`config.mk`:
```
export PLATFORM = sky130hd
export DESIGN_NAME = seq_mul_sa
export DESIGN_NICKNAME = d
export VERILOG_FILES = /design/src/rtl/seq_mul_sa.sv
export SDC_FILE = /design/constraint.sdc
export NUM_CORES = 1
export LEC_CHECK = 0
export ABC_AREA = 1
export BUFFER_PORTS_ARGS = -buffer_cell sky130_fd_sc_hd__buf_2
export CORE_UTILIZATION = 50
export CTS_BUF_LIST = sky130_fd_sc_hd__clkbuf_16
export CTS_CLUSTER_DIAMETER = 100
export DETAILED_ROUTE_END_ITERATION = 12
export PLACE_DENSITY = 0.71
export REMOVE_ABC_BUFFERS = 1
export SLEW_MARGIN = 10
export SYNTH_ARGS = -nofsm -noshare
export SYNTH_HDL_FRONTEND = slang
export SYNTH_SLANG_ARGS = --single-unit
```
`constraint.sdc`:
```
create_clock -name clk -period 6.8 [get_ports clk]
set_input_delay 1.36 -clock clk [delete_from_list [all_inputs] [get_ports clk]]
set_output_delay 1.36 -clock clk [all_outputs]
set_load 0.01 [all_outputs]
```
`src/rtl/seq_mul_sa.sv`:
```
// seq_mul_sa : sequential radix-2 shift-add multiplier with valid/ready on
// both sides and optional two's-complement operands.
//
// Ports
//   clk, rst_n      clock, asynchronous active-low reset
//   in_valid/ready  operand handshake (ready only while idle)
//   a, b            multiplicand (A_WIDTH) and multiplier (B_WIDTH)
//   signed_mode     1 = operands are two's complement, 0 = unsigned
//   out_valid/ready result handshake, product held until accepted
//   product         A_WIDTH+B_WIDTH bit result
//
// One operation is in flight at a time. Magnitudes are multiplied unsigned
// over B_WIDTH iterations and the sign is applied in a final FIX cycle.
module seq_mul_sa #(
    parameter int A_WIDTH = 32,
    parameter int B_WIDTH = 32
) (
    input  logic                       clk,
    input  logic                       rst_n,
    input  logic                       in_valid,
    output logic                       in_ready,
    input  logic [A_WIDTH-1:0]         a,
    input  logic [B_WIDTH-1:0]         b,
    input  logic                       signed_mode,
    output logic                       out_valid,
    input  logic                       out_ready,
    output logic [A_WIDTH+B_WIDTH-1:0] product
);

    localparam int P_WIDTH   = A_WIDTH + B_WIDTH;
    localparam int ACC_WIDTH = P_WIDTH + 1;
    localparam int CNT_WIDTH = $clog2(B_WIDTH + 1);

    typedef enum logic [1:0] {
        IDLE,
        RUN,
        FIX,
        DONE
    } state_t;

    state_t                 state;
    state_t                 state_next;
    logic [A_WIDTH-1:0]     mcand;
    logic [ACC_WIDTH-1:0]   acc;
    logic                   neg;
    logic [CNT_WIDTH-1:0]   cnt;

    logic                   accept;
    logic                   a_neg;
    logic                   b_neg;
    logic [A_WIDTH-1:0]     a_abs;
    logic [B_WIDTH-1:0]     b_abs;
    logic [A_WIDTH:0]       sum;

    assign in_ready = (state == IDLE);
    assign accept   = in_valid & in_ready;

    // The magnitude of the most negative value still fits when the result is
    // read back as unsigned, so no extra bit is needed for mcand or b.
    assign a_neg = signed_mode & a[A_WIDTH-1];
    assign b_neg = signed_mode & b[B_WIDTH-1];
    assign a_abs = a_neg ? ({A_WIDTH{1'b0}} - a) : a;
    assign b_abs = b_neg ? ({B_WIDTH{1'b0}} - b) : b;

    // Upper A_WIDTH+1 accumulator bits plus the multiplicand when the current
    // multiplier bit (acc[0]) is set; the upper part never overflows here.
    always_comb begin
        sum = acc[ACC_WIDTH-1:B_WIDTH];
        if (acc[0]) begin
            sum = acc[ACC_WIDTH-1:B_WIDTH] + {1'b0, mcand};
        end
    end

    // State register.
    always_ff @(posedge clk or negedge rst_n) begin
        if (!rst_n) begin
            state <= IDLE;
        end else begin
            state <= state_next;
        end
    end

    // Next-state decode: RUN lasts exactly B_WIDTH cycles, FIX one cycle,
    // DONE until the consumer takes the product.
    always_comb begin
        state_next = state;
        case (state)
            IDLE: if (accept) state_next = RUN;
            RUN:  if (cnt == CNT_WIDTH'(1)) state_next = FIX;
            FIX:  state_next = DONE;
            DONE: if (out_valid & out_ready) state_next = IDLE;
            default: state_next = IDLE;
        endcase
    end

    // Datapath: operand capture, shift-add iterations, sign fix-up and the
    // output register that stays put until the handshake completes.
    always_ff @(posedge clk or negedge rst_n) begin
        if (!rst_n) begin
            mcand     <= '0;
            acc       <= '0;
            neg       <= 1'b0;
            cnt       <= '0;
            product   <= '0;
            out_valid <= 1'b0;
        end else begin
            case (state)
                IDLE: begin
                    if (accept) begin
                        mcand <= a_abs;
                        acc   <= {{(A_WIDTH+1){1'b0}}, b_abs};
                        neg   <= signed_mode & (a[A_WIDTH-1] ^ b[B_WIDTH-1]);
                        cnt   <= CNT_WIDTH'(B_WIDTH);
                    end
                end
                RUN: begin
                    acc <= {1'b0, sum, acc[B_WIDTH-1:1]};
                    cnt <= cnt - CNT_WIDTH'(1);
                end
                FIX: begin
                    product   <= neg ? ({P_WIDTH{1'b0}} - acc[P_WIDTH-1:0])
                                     : acc[P_WIDTH-1:0];
                    out_valid <= 1'b1;
                end
                DONE: begin
                    if (out_valid & out_ready) begin
                        out_valid <= 1'b0;
                    end
                end
                default: ;
            endcase
        end
    end

endmodule
```
# ---- Word level (Yosys, flattened, before mapping)
# Cells that the tools add are included.
dict set report totals {
  regBits 171
  in_bits 69
  output_inout_bits 66
  word_cells 46
}
dict set report op_classes {
  add_sub_neg 5
  n_eq_ne 7
  mux 14
  bitwise_logic 6
  n_reduce_logical 7
}
# op n
set ops {}
lappend ops {{$pmux 65 s2} 1}
lappend ops {{$mux 65} 1}
lappend ops {{$mux 32} 2}
lappend ops {{$mux 64} 1}
lappend ops {{$sub 1x32->32 const A} 2}
lappend ops {{$sub 1x64->64 const A} 1}
lappend ops {{$add 33x32->33} 1}
lappend ops {{$mux 33} 1}
lappend ops {{$pmux 6 s2} 1}
lappend ops {{$pmux 2 s4} 1}
lappend ops {{$eq 6x1->1 const B} 1}
lappend ops {{$mux 2} 3}
lappend ops {{$mux 6} 1}
lappend ops {{$reduce_and 2->1} 3}
lappend ops {{$sub 6x1->6 const B} 1}
lappend ops {{$and 1x1->1} 5}
lappend ops {{$eq 2x2->1 const B} 2}
lappend ops {{$ne 2x2->1 const B} 2}
lappend ops {{$reduce_bool 2->1} 2}
lappend ops {{$reduce_and 3->1} 1}
lappend ops {{$eq 2x1->1 const B} 1}
lappend ops {{$logic_not 2->1} 1}
lappend ops {{$ne 2x1->1 const B} 1}
lappend ops {{$pmux 1 s2} 1}
lappend ops {{other kinds (2)} 2}

# ---- Depth between registers and ports, before layout
# Gate-level depths: netlist (run 1).
dict set report depth {
  depth_word 4
  ltp_mapped 15
  depth_no_buf 15
}

# ---- Worst setup path after synthesis (run 1)
# No wires, ideal clock.
dict set report synth_timing {
  path_kind {input to register}
  from {input port b[1]}
  to {register acc[26]}
  setup_ps 120
  arrival_time_ps 2423
  required_ps 6680
  slack_ps 4256
  path_stages 11
  n_path_buf 0
  path_cell_list {inv_1 > ha_1 > nand2_1 > nand2_1 > nand3_2 > a21oi_4 > nand2_1 > nand2_1 > nand2_1 > o21ai_1 > nand2_1}
}
dict set report synth_via {
  elab_chain_cells 4
}
# element line
set synth_lines {}
lappend synth_lines {{start, declared} 23} ;# input logic [B_WIDTH-1:0] b,
lappend synth_lines {{$sub 1x32->32} 63} ;# assign b_abs = b_neg ? ({B_WIDTH{1'b0}} - b) : b;
lappend synth_lines {{$mux 32} 63}
lappend synth_lines {{$mux 65} 109} ;# if (accept) begin
lappend synth_lines {{$pmux 65 s2} 107} ;# case (state)
lappend synth_lines {{end signal, assigned} 111} ;# acc <= {{(A_WIDTH+1){1'b0}}, b_abs};
lappend synth_lines {{end signal, assigned} 117} ;# acc <= {1'b0, sum, acc[B_WIDTH-1:1]};
lappend synth_lines {{end, declared} 44} ;# logic [ACC_WIDTH-1:0] acc;
# Every way passes these cells. The select of a mux whose other input is x is not followed.
# A chain may end at the register's enable or synchronous reset.

# ---- Worst setup path after layout (run 1)
dict set report layout_timing {
  from {register state[1]}
  to {register acc[37]}
}
dict set report layout_via {
  elab_chain_cells 4
  elab_cells_between_ends 7
  cone_classes {eq/ne: 2; mux: 1; bitwise: 1; reduce/logical: 3}
}
# element line
set layout_lines {}
lappend layout_lines {{start, declared} 41} ;# state_t state;
lappend layout_lines {{start signal, assigned} 79} ;# state <= state_next;
lappend layout_lines {{$logic_not 2->1} {55, 107}}
lappend layout_lines {{$and 1x1->1} 56} ;# assign accept = in_valid & in_ready;
lappend layout_lines {{$ne 2x1->1 (no source line)} --}
lappend layout_lines {{$reduce_and 2->1 (no source line)} --}
# Parallel ways exist; a longest one is shown, timed or not.

==> results.txt, run 1 <==
* Startpoint of the most critical register-to-register path: state[1]$_DFFE_PN0P_
- The synthesized design contains 170 register bits.
- For the worst setup path, the data arrival time is 3.86 ns.
* Grt ovf: 0
- For this run, design rule violations remaining after detail routing come to 0.
- The HPWL after detailed placement is 34,300 µm.
* Site Rows: 59
- Post-synthesis area per instance: 6.30 µm²
* Number of synthesized flops with an enable pin: 0
- Buffers added to address setup during post-CTS repair amount to 0.
- LEAKAGE: 7.77 nW
* Synthesized instance count: 2,097
- Summing over every cut layer, the via total after detailed routing is 14,100.
- In the final timing run, aggregate negative setup slack is 0 ns.
- Of the available clock period, the critical path in the final layout requires 0.516.
- The initial antenna violation count is 0.
- The repair_antennas step left the layout with diodes totalling 0.
* Count of nets left with antenna violations after detail routing: 0
- Quantity of gates resized following cts: 0
- Setup repair after global routing left no endpoint under its margin.
- Pwr per Cell Area: 456 nW/µm²
* Final setup violation count: 0
* Hold_sp: product[50]$_DFFE_PN0P_
- Data required time at the worst endpoint: 7.16 ns
- Number of inserted filler cells in the final layout: 2,692
* Via count of the first global-routing pass: 12,800
- Count of buffers inserted at the top-level ports: 134
- In this run, the number of DRC markers left after iteration 0 of detailed routing was 1,358.
- Max Buffers Root-to-Sink: 2
* CTS Sinks: 170
- Clock tree synthesis inserted a total of 17 buffers.
- The die covers 27,100 µm².
- The worst hold path terminates at product[50]$_DFFE_PN0P_.
* Fin. max-slew vios: 0
- Root Buffer Master: clkbuf_16
* Endpoint of the lowest-slack register-to-register path: acc[37]$_DFFE_PN0P_
* Ratio of cells with drive above 1 in the final layout: 0.104
* Detail-routed via count per cell: 5.55
- The worst pin sits at a relative slew slack of 0.393.
- Max-cap viol count: 0
* Clock period minus worst slack: 3.51 ns
* Top_reg_cell synth: dfrtp_1
- H-Tree Depth: 4
* Synthesis-to-finish area growth: 11.6%
* Worst hold path cell count: 2
- At the end of routability-driven placement, the weighted congestion stood at 0.974.
- Wirelength, routed: 44,400 µm
- The run finished with clean final reports.
* Register-to-register setup slack: 3.29 ns
- Of all flip-flops after synthesis, the portion carrying an async set or reset was 1.00.
- Of the synthesized area, sequential elements account for 0.322.
- Placeable Area: 26,000 µm²
- Average routed wire per standard cell: 17.4 µm
- Insertion delay to the later sink of the worst-skew pair: 0.44 ns
- Across every metal layer, demand over resource in global routing totals 0.333.
* Final setup skew: 0.0195 ns
- Post-synth design cell area: 13,200 µm²
* Count of distinct cell types in the synthesized netlist: 46
* Final hold vios: 0
- Pin count of the biggest net entering global routing: 75
* Post-CTS clock slew at the launch and capture registers of the worst setup and hold paths: 0.08 ns
* Core Util, Final: 0.567
* Die Ht: 164 µm
* Number of top-level design ports: 135
- STA classifies the critical path startpoint as a flop.
- First drt pass iteration count: 6
- Final-stage net count: 2,309
- The worst register-to-register path has a depth of 12.
* Initial cell density of the core: 0.508
- Peak supply drop: 0.000301 V
- Highest clock frequency the design can meet: 285 MHz
- Number of hold buffers added after cts: 0
- In this run the horizontal extent of the chip is 164 µm.
- TritonCTS clock tree: built
* Global-route wire length before repair: 69,500 µm
- Slew at the pin closest to its max-slew limit: 0.910 ns
- The worst setup path is captured at a flop.
* Critical-path maximum fanout: 50
- Warnings from Yosys: 0
- The critical path is of the reg -> reg type.
- In the final layout, the multi-input gates occupy 7700 µm².
* Sequential cell area in the final layout: 4260 µm²
* HP Class: reg -> reg
## worst max-delay path, stage by stage, from the launching register on
cell     delay [ns]
dfrtp_1        0.41
inv_1          0.11
ha_1           0.16
buf_4          0.40
inv_2          0.39
o21ai_2        0.22
buf_4          0.50
inv_2          0.39
nor2_8         0.27
inv_4          0.16
a21oi_1        0.15
o21ai_0        0.09
o21ai_0        0.10
## cell usage in the layout (no fill, tap or decap), types with 14 or more instances in the layout
cell type / count
a31oi_1: 21
nand4_1: 19
o21ai_1: 14
nand2_1: 679
buf_2: 133
xor2_1: 51
nor2_1: 246
a21oi_1: 102
ha_1: 40
inv_1: 249
clkbuf_16: 17
nand3_1: 187
dfrtp_1: 169
o21ai_0: 148
## worst max-delay path by stage
| stage | depth (start not counted) | to | slack (ns) | startpoint |
|---|---|---|---|---|
| 6_report | 12 | acc[37]$_DFFE_PN0P_ | 3.29 | state[1]$_DFFE_PN0P_ |
| 5_1_grt | 12 | acc[35]$_DFFE_PN0P_ | 3.12 | state[1]$_DFFE_PN0P_ |
| 4_1_cts | 12 | acc[37]$_DFFE_PN0P_ | 3.40 | state[1]$_DFFE_PN0P_ |
| 3_5_place_dp | 10 | acc[37]$_DFFE_PN0P_ | 2.98 | in_valid |
| 3_3_place_gp | 10 | acc[35]$_DFFE_PN0P_ | 3.08 | in_valid |
| 2_1_floorplan | 10 | acc[35]$_DFFE_PN0P_ | 2.89 | state[1]$_DFFE_PN0P_ |
## state kept, by name, indices dropped and copies added, names as in the netlist
register   flops
acc           64
cnt            6
mcand         32
neg            1
out_valid      1
product       64
state          2
## kinds of logic (layout without fill, tap and decap cells)
family          Yosys count  in the layout  synth area share
buf+inv                 321            435            0.0945
flops                   170            170             0.322
simple gates           1183           1183             0.371
xor+xnor                 59             59            0.0391
compound gates          322            322             0.133
fa+ha+maj                42             42            0.0404
## layer usage
metal | vias up | global-route usage | routed length (µm)
li1 | 6922 | - | -
met1 | 6517 | 0.481 | 20600
met2 | 615 | 0.507 | 19200
met3 | 87 | 0.0419 | 3160
met4 | 0 | 0.127 | 1490
met5 | - | 0 | 0
## cells in the mapped netlist, types with 2 or more instances
library cell	number	share of area
a21oi_4	2	0.0025
nor2_1	246	0.070
ha_1	41	0.039
buf_2	14	0.0053
nand2_1	679	0.19
a22oi_1	3	0.0017
o21ai_0	148	0.056
o31ai_1	5	0.0028
clkbuf_1	39	0.011
o21ai_1	14	0.0053
o21bai_1	3	0.0017
nand3_2	4	0.0030
a21oi_1	102	0.039
inv_2	8	0.0023
o21ai_2	2	0.0013
o22ai_1	6	0.0028
xnor2_1	8	0.0053
a31oi_1	21	0.010
xor2_1	51	0.034
nor2_2	12	0.0057
nand4_1	19	0.0090
buf_6	3	0.0026
nand2_2	13	0.0062
nor3_1	12	0.0045
dfrtp_1	170	0.32
nor4_1	2	0.00095
nand3_1	187	0.071
a21oi_2	3	0.0020
o211ai_1	8	0.0045
buf_1	6	0.0017
inv_1	250	0.071
o21a_1	2	0.0011
## power breakdown
| part | internal, mW | switching (mW) | leakage (nW) |
|---|---|---|---|
| clock network | 0.565 | 0.510 | 0.299 |
| logic | 1.20 | 2.58 | 5.35 |
| registers | 1.47 | 0.391 | 2.12 |
| total | 3.23 | 3.48 | 7.77 |
## metrics by stage
| step | area [µm²] | worst slack (ns) | hold slack [ns] | power [mW] | std cells |
|---|---|---|---|---|---|
| 2_1_floorplan | 12900 | 2.89 | 0.455 | 4.33 | 2035 |
| 3_3_place_gp | 14100 | 3.08 | 0.458 | 5.53 | 2514 |
| 3_5_place_dp | 14100 | 2.98 | 0.461 | 5.58 | 2514 |
| 4_1_cts | 14700 | 3.40 | 0.481 | 6.66 | 2546 |
| 5_1_grt | 14700 | 3.12 | 0.501 | 7.28 | 2546 |
| 6_report | 14700 | 3.29 | 0.475 | 6.71 | 2546 |
## area by class of cell
cell class	instances	area share
clock inverters	15	0.0135
multi-input cells	1606	0.523
repair buffers	144	0.0511
inverters	259	0.0662
well taps	335	0.0285
clock buffers	17	0.0289
flip-flops and latches	170	0.289
Power figures use the tool's default switching activity.
==> inputs of run 2 (changes only) <==
Settings changed: PLACE_DENSITY 0.71 to 0.74.
Clock period 6.8 ns to 3.15 ns, I/O delays scaled along.
==> run 2 against run 1 <==
  * Combinational power is 120% higher
  * Worst hold slack worse by 0.22 ns
  * Core utilization up 0.19 points
  * Highest routed layer unchanged
==> results.txt, run 2 (synthesis results as in run 1) <==
* Final-layout worst hold slack: 0.252 ns (-0.223 ns)
* Post-route standard cell area excluding fillers: 14,800 µm² (+0.34%)
- Highest clock frequency the design can meet: 419 MHz (+47%)
- Final setup violation count: 0 (unchanged)
- Pin count of the biggest net entering global routing: 80 (+6.7%)
- Post-CTS clock slew at the launch and capture registers of the worst setup and hold paths: 0.08 ns (about the same)
- First drt pass iteration count: 5 (-1)
- Antenna cell count: 0 (unchanged)
* Arrival time of data at the critical path endpoint: 2.76 ns (-1.10 ns)
* Final hold vios: 0 (unchanged)
* Site Rows: 59 (unchanged)
- The final cell count without fillers came to 2,552 (+0.24%).
- The TritonCTS sink count came to 170 (unchanged).
- The number of buffers inserted for hold repair after clock tree synthesis came to 0 (unchanged).
- Antenna violations before repair: 0 (unchanged)
- Commonest non-fill, non-tap cell in the layout: nand2_1
* Final WS setup: 0.764 ns (-2.53 ns)
- In the final layout, the registers with the most flip-flops are acc x64, product x64, mcand x32.
- STA classifies the critical path startpoint as a flop.
- The core region area came to 26,000 µm² (unchanged).
- Setup Buffers After CTS: 0 (unchanged)
* Setup crit end kind: flop
* Final estimated routing congestion in global placement: 0.982 (+0.79%)
- The HPWL after detailed placement is 35,100 µm (+2.4%).
* HP Class: in -> async
- TritonCTS built the clock tree.
* Final setup skew: 0.0166 ns (-0.00291 ns)
- The total track usage is 0.335 (+0.00204).
* Via count of the first global-routing pass: 13,000 (+1.0%)
* Cell total after placement: 2,520 (+0.24%)
- The average vias per placed instance is 5.54 (-0.31%).
- Pwr per Cell Area: 978 nW/µm² (+110%)
- Die Ht: 164 µm (unchanged)
- Max-cap viol count: 0 (unchanged)
- Root Buffer Master: clkbuf_16
- The proportion of layout cells with a drive suffix above 1 was 0.106 (+0.00242).
* Count of nets left with antenna violations after detail routing: 0 (unchanged)
* Global-route wire length before repair: 69,600 µm (+0.15%)
- Period utilisation layout: 0.757 (+0.242)
* Wirelength, routed: 44,600 µm (+0.37%)
* Standard cell area after detailed placement: 14,200 µm² (+0.50%)
- The final design utilization is 0.569 (+0.00193).
* H-Tree Depth: 4 (unchanged)
- Number of top-level design ports: 135 (unchanged)
- The static leakage power is 7.80 nW (+0.40%).
- The peak fanout along the critical path is 5 (-90%).
- Final-stage net count: 2,315 (+0.26%)
* CTS Buf Count: 17 (unchanged)
- RSZ-0062 raised after global routing: false
- The insertion delay of the later-clocked pin in the worst-skew pair was 0.44 ns (about the same).
- Quantity of gates resized following cts: 0 (unchanged)
* Data required time at the worst endpoint: 3.53 ns (-3.63 ns)
- The final critical delay including setup and external delays came to 2.39 ns (-1.12 ns).
* Peak supply drop: 0.000765 V (+150%)
* Initial cell density of the core: 0.508 (unchanged)
- The final-layout setup total negative slack is 0 ns (unchanged).
- The top cell types in the final layout, fill and taps aside, are nand2_1 (679), inv_1 (249), nor2_1 (246).
- Grt ovf: 0 (unchanged)
* Worst Reg2Reg Path Length in Cells: 14 (+2)
- Result of the run: finished, final reports clean
* Die boundary width: 164 µm (unchanged)
* Type of the setup path with the least slack: reg -> reg
- Fin. max-slew vios: 0 (unchanged)
- Total power: 14.5 mW (+120%)
* Remaining max-slew budget at the tightest pin: 0.445 (+0.0526)
- The area of the die is 27,100 µm² (unchanged).
- The transition time at the pin with the least slew margin was 0.832 ns (-0.0779 ns).
- The total DRC errors in the routed layout is 0 (unchanged).
* Synthesis-to-finish area growth: 11.9%
- Register-to-register setup slack: 0.76 ns (-2.53 ns)
- The detail-routed net length per standard cell came to 17.5 µm (+0.13%).
* Post-placement worst setup slack: 0.752 ns (-2.23 ns)
- Number of DRC violations after detailed-routing iteration 0: 1,353 (-0.37%)
- The total number of vias came to 14,100 (-0.071%).
- Count of buffers inserted at the top-level ports: 134 (unchanged)
- Max Buffers Root-to-Sink: 2 (unchanged)
==> run 2: cell types whose count changed in the layout (fill, tap and decap cells not counted), sizes merged <==
cell,delta
buf,+6
clkinv,+5
bufinv,-2
clkinvlp,-2
inv,-1
==> run 2: layout make-up <==
type,instances,area (µm²)
clock buffers,17,425
clock inverters,15,179
fillers,2612,11200
inverters,259,975
multi-input cells,1606,7700
flip-flops and latches,170,4260
well taps,335,419
repair buffers,150,822
==> run 2: final timing paths <==
path / to / from
min: mcand[1]$_DFFE_PN0P_ / rst_n
min reg2reg: product[50]$_DFFE_PN0P_ / product[50]$_DFFE_PN0P_
max reg2reg: acc[63]$_DFFE_PN0P_ / acc[32]$_DFFE_PN0P_
max in group asynchronous: neg$_DFFE_PN0P_ / rst_n
max: acc[63]$_DFFE_PN0P_ / acc[32]$_DFFE_PN0P_
min in group clk: out_valid$_DFFE_PN0P_ / out_ready
==> run 2: where the power goes <==
group	internal (mW)	total (mW)	switching (mW)
registers	3.17	4.06	0.892
clock network	1.08	2.18	1.10
logic	2.63	8.22	5.58
==> run 2: worst max-delay path, cell delays in order, from the launching register on <==
cell	delay, ns
dfrtp_1	0.45
ha_1	0.26
inv_1	0.08
fa_1	0.39
inv_1	0.13
nand3_1	0.08
nand3_1	0.17
nand2_1	0.10
nand2_1	0.11
nand2_1	0.15
nand3_1	0.17
nand2_1	0.06
nand2_1	0.05
nand3_1	0.06
nand2_1	0.07
==> run 2: per-layer routing <==
metal,up-vias,part of all wire,global-route usage,wire (µm)
met4,0,0.031,0.125,1380
met3,83,0.083,0.0590,3690
met1,6549,0.45,0.468,20000
met2,582,0.44,0.516,19500
met5,-,0,0,0
li1,6917,-,-,-
==> inputs of run 3 (changes only) <==
Settings changed: PLACE_DENSITY 0.74 to 0.71.
Clock period 3.15 ns to 2.3 ns, I/O delays scaled along.
==> run 3 against run 2 <==
  * Highest routed layer unchanged
  * Core utilization is 1.4 points higher
  * Register-to-register slack worse by 0.61 ns
  * Worst hold slack worse by 0.039 ns
  * First-iteration DRC count is 16% higher
==> results.txt, run 3 (synthesis results as in run 1) <==
- The insertion delay of the later-clocked pin in the worst-skew pair came to 0.44 ns (about the same).
* Fin. max-slew vios: 0 (unchanged)
* Area of the die: 27,100 µm² (unchanged)
- The slack of the worst reg-to-reg path was 0.15 ns (-0.61 ns).
- The storage element area was 4260 µm² (about the same).
- The worst path required time came to 2.63 ns (-0.90 ns).
* Internal power: 9.81 mW (+43%)
* Max-cap viol count: 0 (unchanged)
- The total number of vias came to 14,400 (+2.3%).
- The initial core utilization is 0.508 (unchanged).
- The layout net count is 2,351 (+1.6%).
* Final estimated routing congestion in global placement: 0.962 (-2.0%)
* LEAKAGE: 8.00 nW (+2.7%)
- Die boundary width: 164 µm (unchanged)
* Wirelength, routed: 46,200 µm (+3.7%)
- The number of buffers inserted by port buffering came to 134 (unchanged).
- Global-route wire length before repair: 72,100 µm (+3.6%)
* Grt ovf: 0 (unchanged)
* Antenna cell count: 0 (unchanged)
* Power share of the clock group: 0.152 (about the same)
* H-Tree Depth: 4 (unchanged)
- The proportion of layout cells with a drive suffix above 1 was 0.124 (+0.0174).
- The number of nets with antenna violations after detailed routing was 0 (unchanged).
- The path depth of the worst reg2reg path was 13 (-1).
- The share of power burned in registers came to 0.267 (-0.014).
- Highest clock frequency the design can meet: 465 MHz (+11%)
* Total global-route track usage: 0.349 (+0.0139)
* Remaining max-slew budget at the tightest pin: 0.586 (+0.141)
- The number of global-route vias before repair was 13,200 (+1.8%).
- In this run the clock root is driven by a clkbuf_16.
* Registers with the most flip-flops: acc x64, product x64, mcand x32
- Average routed wire per standard cell: 17.9 µm (+2.3%)
- The final-report setup violation count was 0 (unchanged).
* Sw power: 10.6 mW (+40%)
- Commonest non-fill, non-tap cell in the layout: nand2_1
- Peak supply drop: 0.00128 V (+67%)
* RSZ-0062 raised after global routing: false
- The violation count after the first detailed-route iteration is 1,568 (+16%).
* Pin count of the biggest net entering global routing: 67 (-16%)
- Critical-path maximum fanout: 5 (unchanged)
* Part of the total power dissipated in combinational logic: 0.581 (+0.012)
* Worst hold path cell count: 2
- Number of top-level design ports: 135 (unchanged)
- CTS Buf Count: 17 (unchanged)
* DPL Wire Length: 36,500 µm (+3.9%)
* Cell total after placement: 2,552 (+1.3%)
- The die boundary height was 164 µm (unchanged).
- The number of hold violations in the final report came to 0 (unchanged).
- Post-CTS clock slew at the launch and capture registers of the worst setup and hold paths: 0.09 ns (about the same)
- Period utilisation layout: 0.935 (+0.178)
- The flow ran to the end, and the final reports show no timing, DRC or antenna violations.
- Pwr per Cell Area: 1350 nW/µm² (+38%)
- HP Class: in -> reg
- Final setup skew: 0.0202 ns (+0.00362 ns)
* DRC viols: 0 (unchanged)
- TritonCTS built the clock tree.
- Clock period minus worst slack: 2.15 ns (-0.235 ns)
- Total power: 20.4 mW (+41%)
- Antenna violations before repair: 0 (unchanged)
* Switching portion of total power: 0.520 (-0.00461)
- Number of cells in the finished layout apart from fillers: 2,588 (+1.4%)
* Multi-input gate area: 7730 µm² (+0.36%)
- The first-pass iteration count of the detailed router is 9 (+4).
- Max Buffers Root-to-Sink: 2 (unchanged)
- Synthesis-to-finish area growth: 14.8%
- Arrival time of data at the critical path endpoint: 2.48 ns (-0.28 ns)
- The count of standard-cell rows is 59 (unchanged).
* Slew at the pin closest to its max-slew limit: 0.620 ns (-0.213 ns)
- The core region area came to 26,000 µm² (unchanged).
* Setup crit end kind: flop
- The TritonCTS sink count is 170 (unchanged).
* Number of inserted filler cells in the final layout: 2,615 (+0.11%)
- The critical path in this run is classified as reg -> reg.
* Kind of start point of the critical path: flop
- Most frequent cells in the layout: nand2_1 (676), inv_1 (248), nor2_1 (245)
* Detail-routed via count per cell: 5.58 (+0.83%)
run 3: cell count changes in the layout (fill, tap and decap cells not counted), moves of 3 or more:
| cell | before | now |
|---|---|---|
| buf_12 | 2 | 6 |
| buf_4 | 14 | 45 |
| clkinv_4 | 4 | 1 |
| nand2_1 | 679 | 676 |
| nand2_2 | 13 | 16 |
run 3: cell type report:
type                       instances  share of cell area
multi-input combinational       1606               0.510
tap                              335              0.0277
inverter                         259              0.0643
clock inverter                    15              0.0131
timing repair buffer             186              0.0756
clock buffer                      17              0.0281
sequential                       170               0.281
run 3: repair_timing:
action                     in CTS  in global routing
hold endpoints to repair       16                  0
setup endpoints to repair       0                 15
hold buffers                    1                  0
resized for setup               0                  9
buffers inserted                0                  3
run 3: stage by stage:
step / instance area, µm² / setup WS, ns / setup TNS, ns / util / hold slack (ns)
detailed placement: 14500 / 0.0301 / 0 / 0.557 / 0.452
finish: 15100 / 0.149 / 0 / 0.583 / 0.213
global route: 15100 / 0.0124 / 0 / 0.583 / 0.208
global placement: 14500 / 0.0704 / 0 / 0.557 / 0.459
CTS: 15100 / 0.0226 / 0 / 0.581 / 0.203
floorplan: 12900 / -1.61 / -128.47 / - / 0.164
run 3: layer usage:
metal / vias up / global-route usage / wire [µm]
met5: - / 0 / 0
met2: 698 / 0.525 / 19900
li1: 7007 / - / -
met1: 6655 / 0.503 / 20800
met3: 89 / 0.0658 / 4310
met4: 0 / 0.110 / 1250
run 3: power groups by stage:
stage,logic [mW],clock network [mW],registers (mW)
floorplan,7.24,0,5.56
global placement,11.4,0,5.44
detailed placement,11.6,0,5.48
CTS,11.6,3.12,5.43
global route,13.3,3.24,5.60
finish,11.9,3.10,5.46
run 3: final timing paths:
kind | startpoint | endpoint
worst max register to register | acc[48]$_DFFE_PN0P_ | acc[60]$_DFFE_PN0P_
worst min register to register | product[48]$_DFFE_PN0P_ | product[48]$_DFFE_PN0P_
min in group asynchronous | rst_n | acc[34]$_DFFE_PN0P_
worst max-delay path | acc[48]$_DFFE_PN0P_ | acc[60]$_DFFE_PN0P_
worst min-delay path | out_ready | out_valid$_DFFE_PN0P_
max in group asynchronous | rst_n | acc[56]$_DFFE_PN0P_
run 3: worst max-delay path, cell delays in order (launching register included):
cell     delay, ns
dfrtp_1       0.48
ha_1          0.41
nand2_1       0.15
inv_1         0.06
nand2_1       0.09
nand2_1       0.08
nand2_1       0.06
nand2_1       0.10
a21oi_1       0.24
nand2_1       0.10
nand2_1       0.06
nand3_1       0.09
nand2_1       0.09
nand2_1       0.05
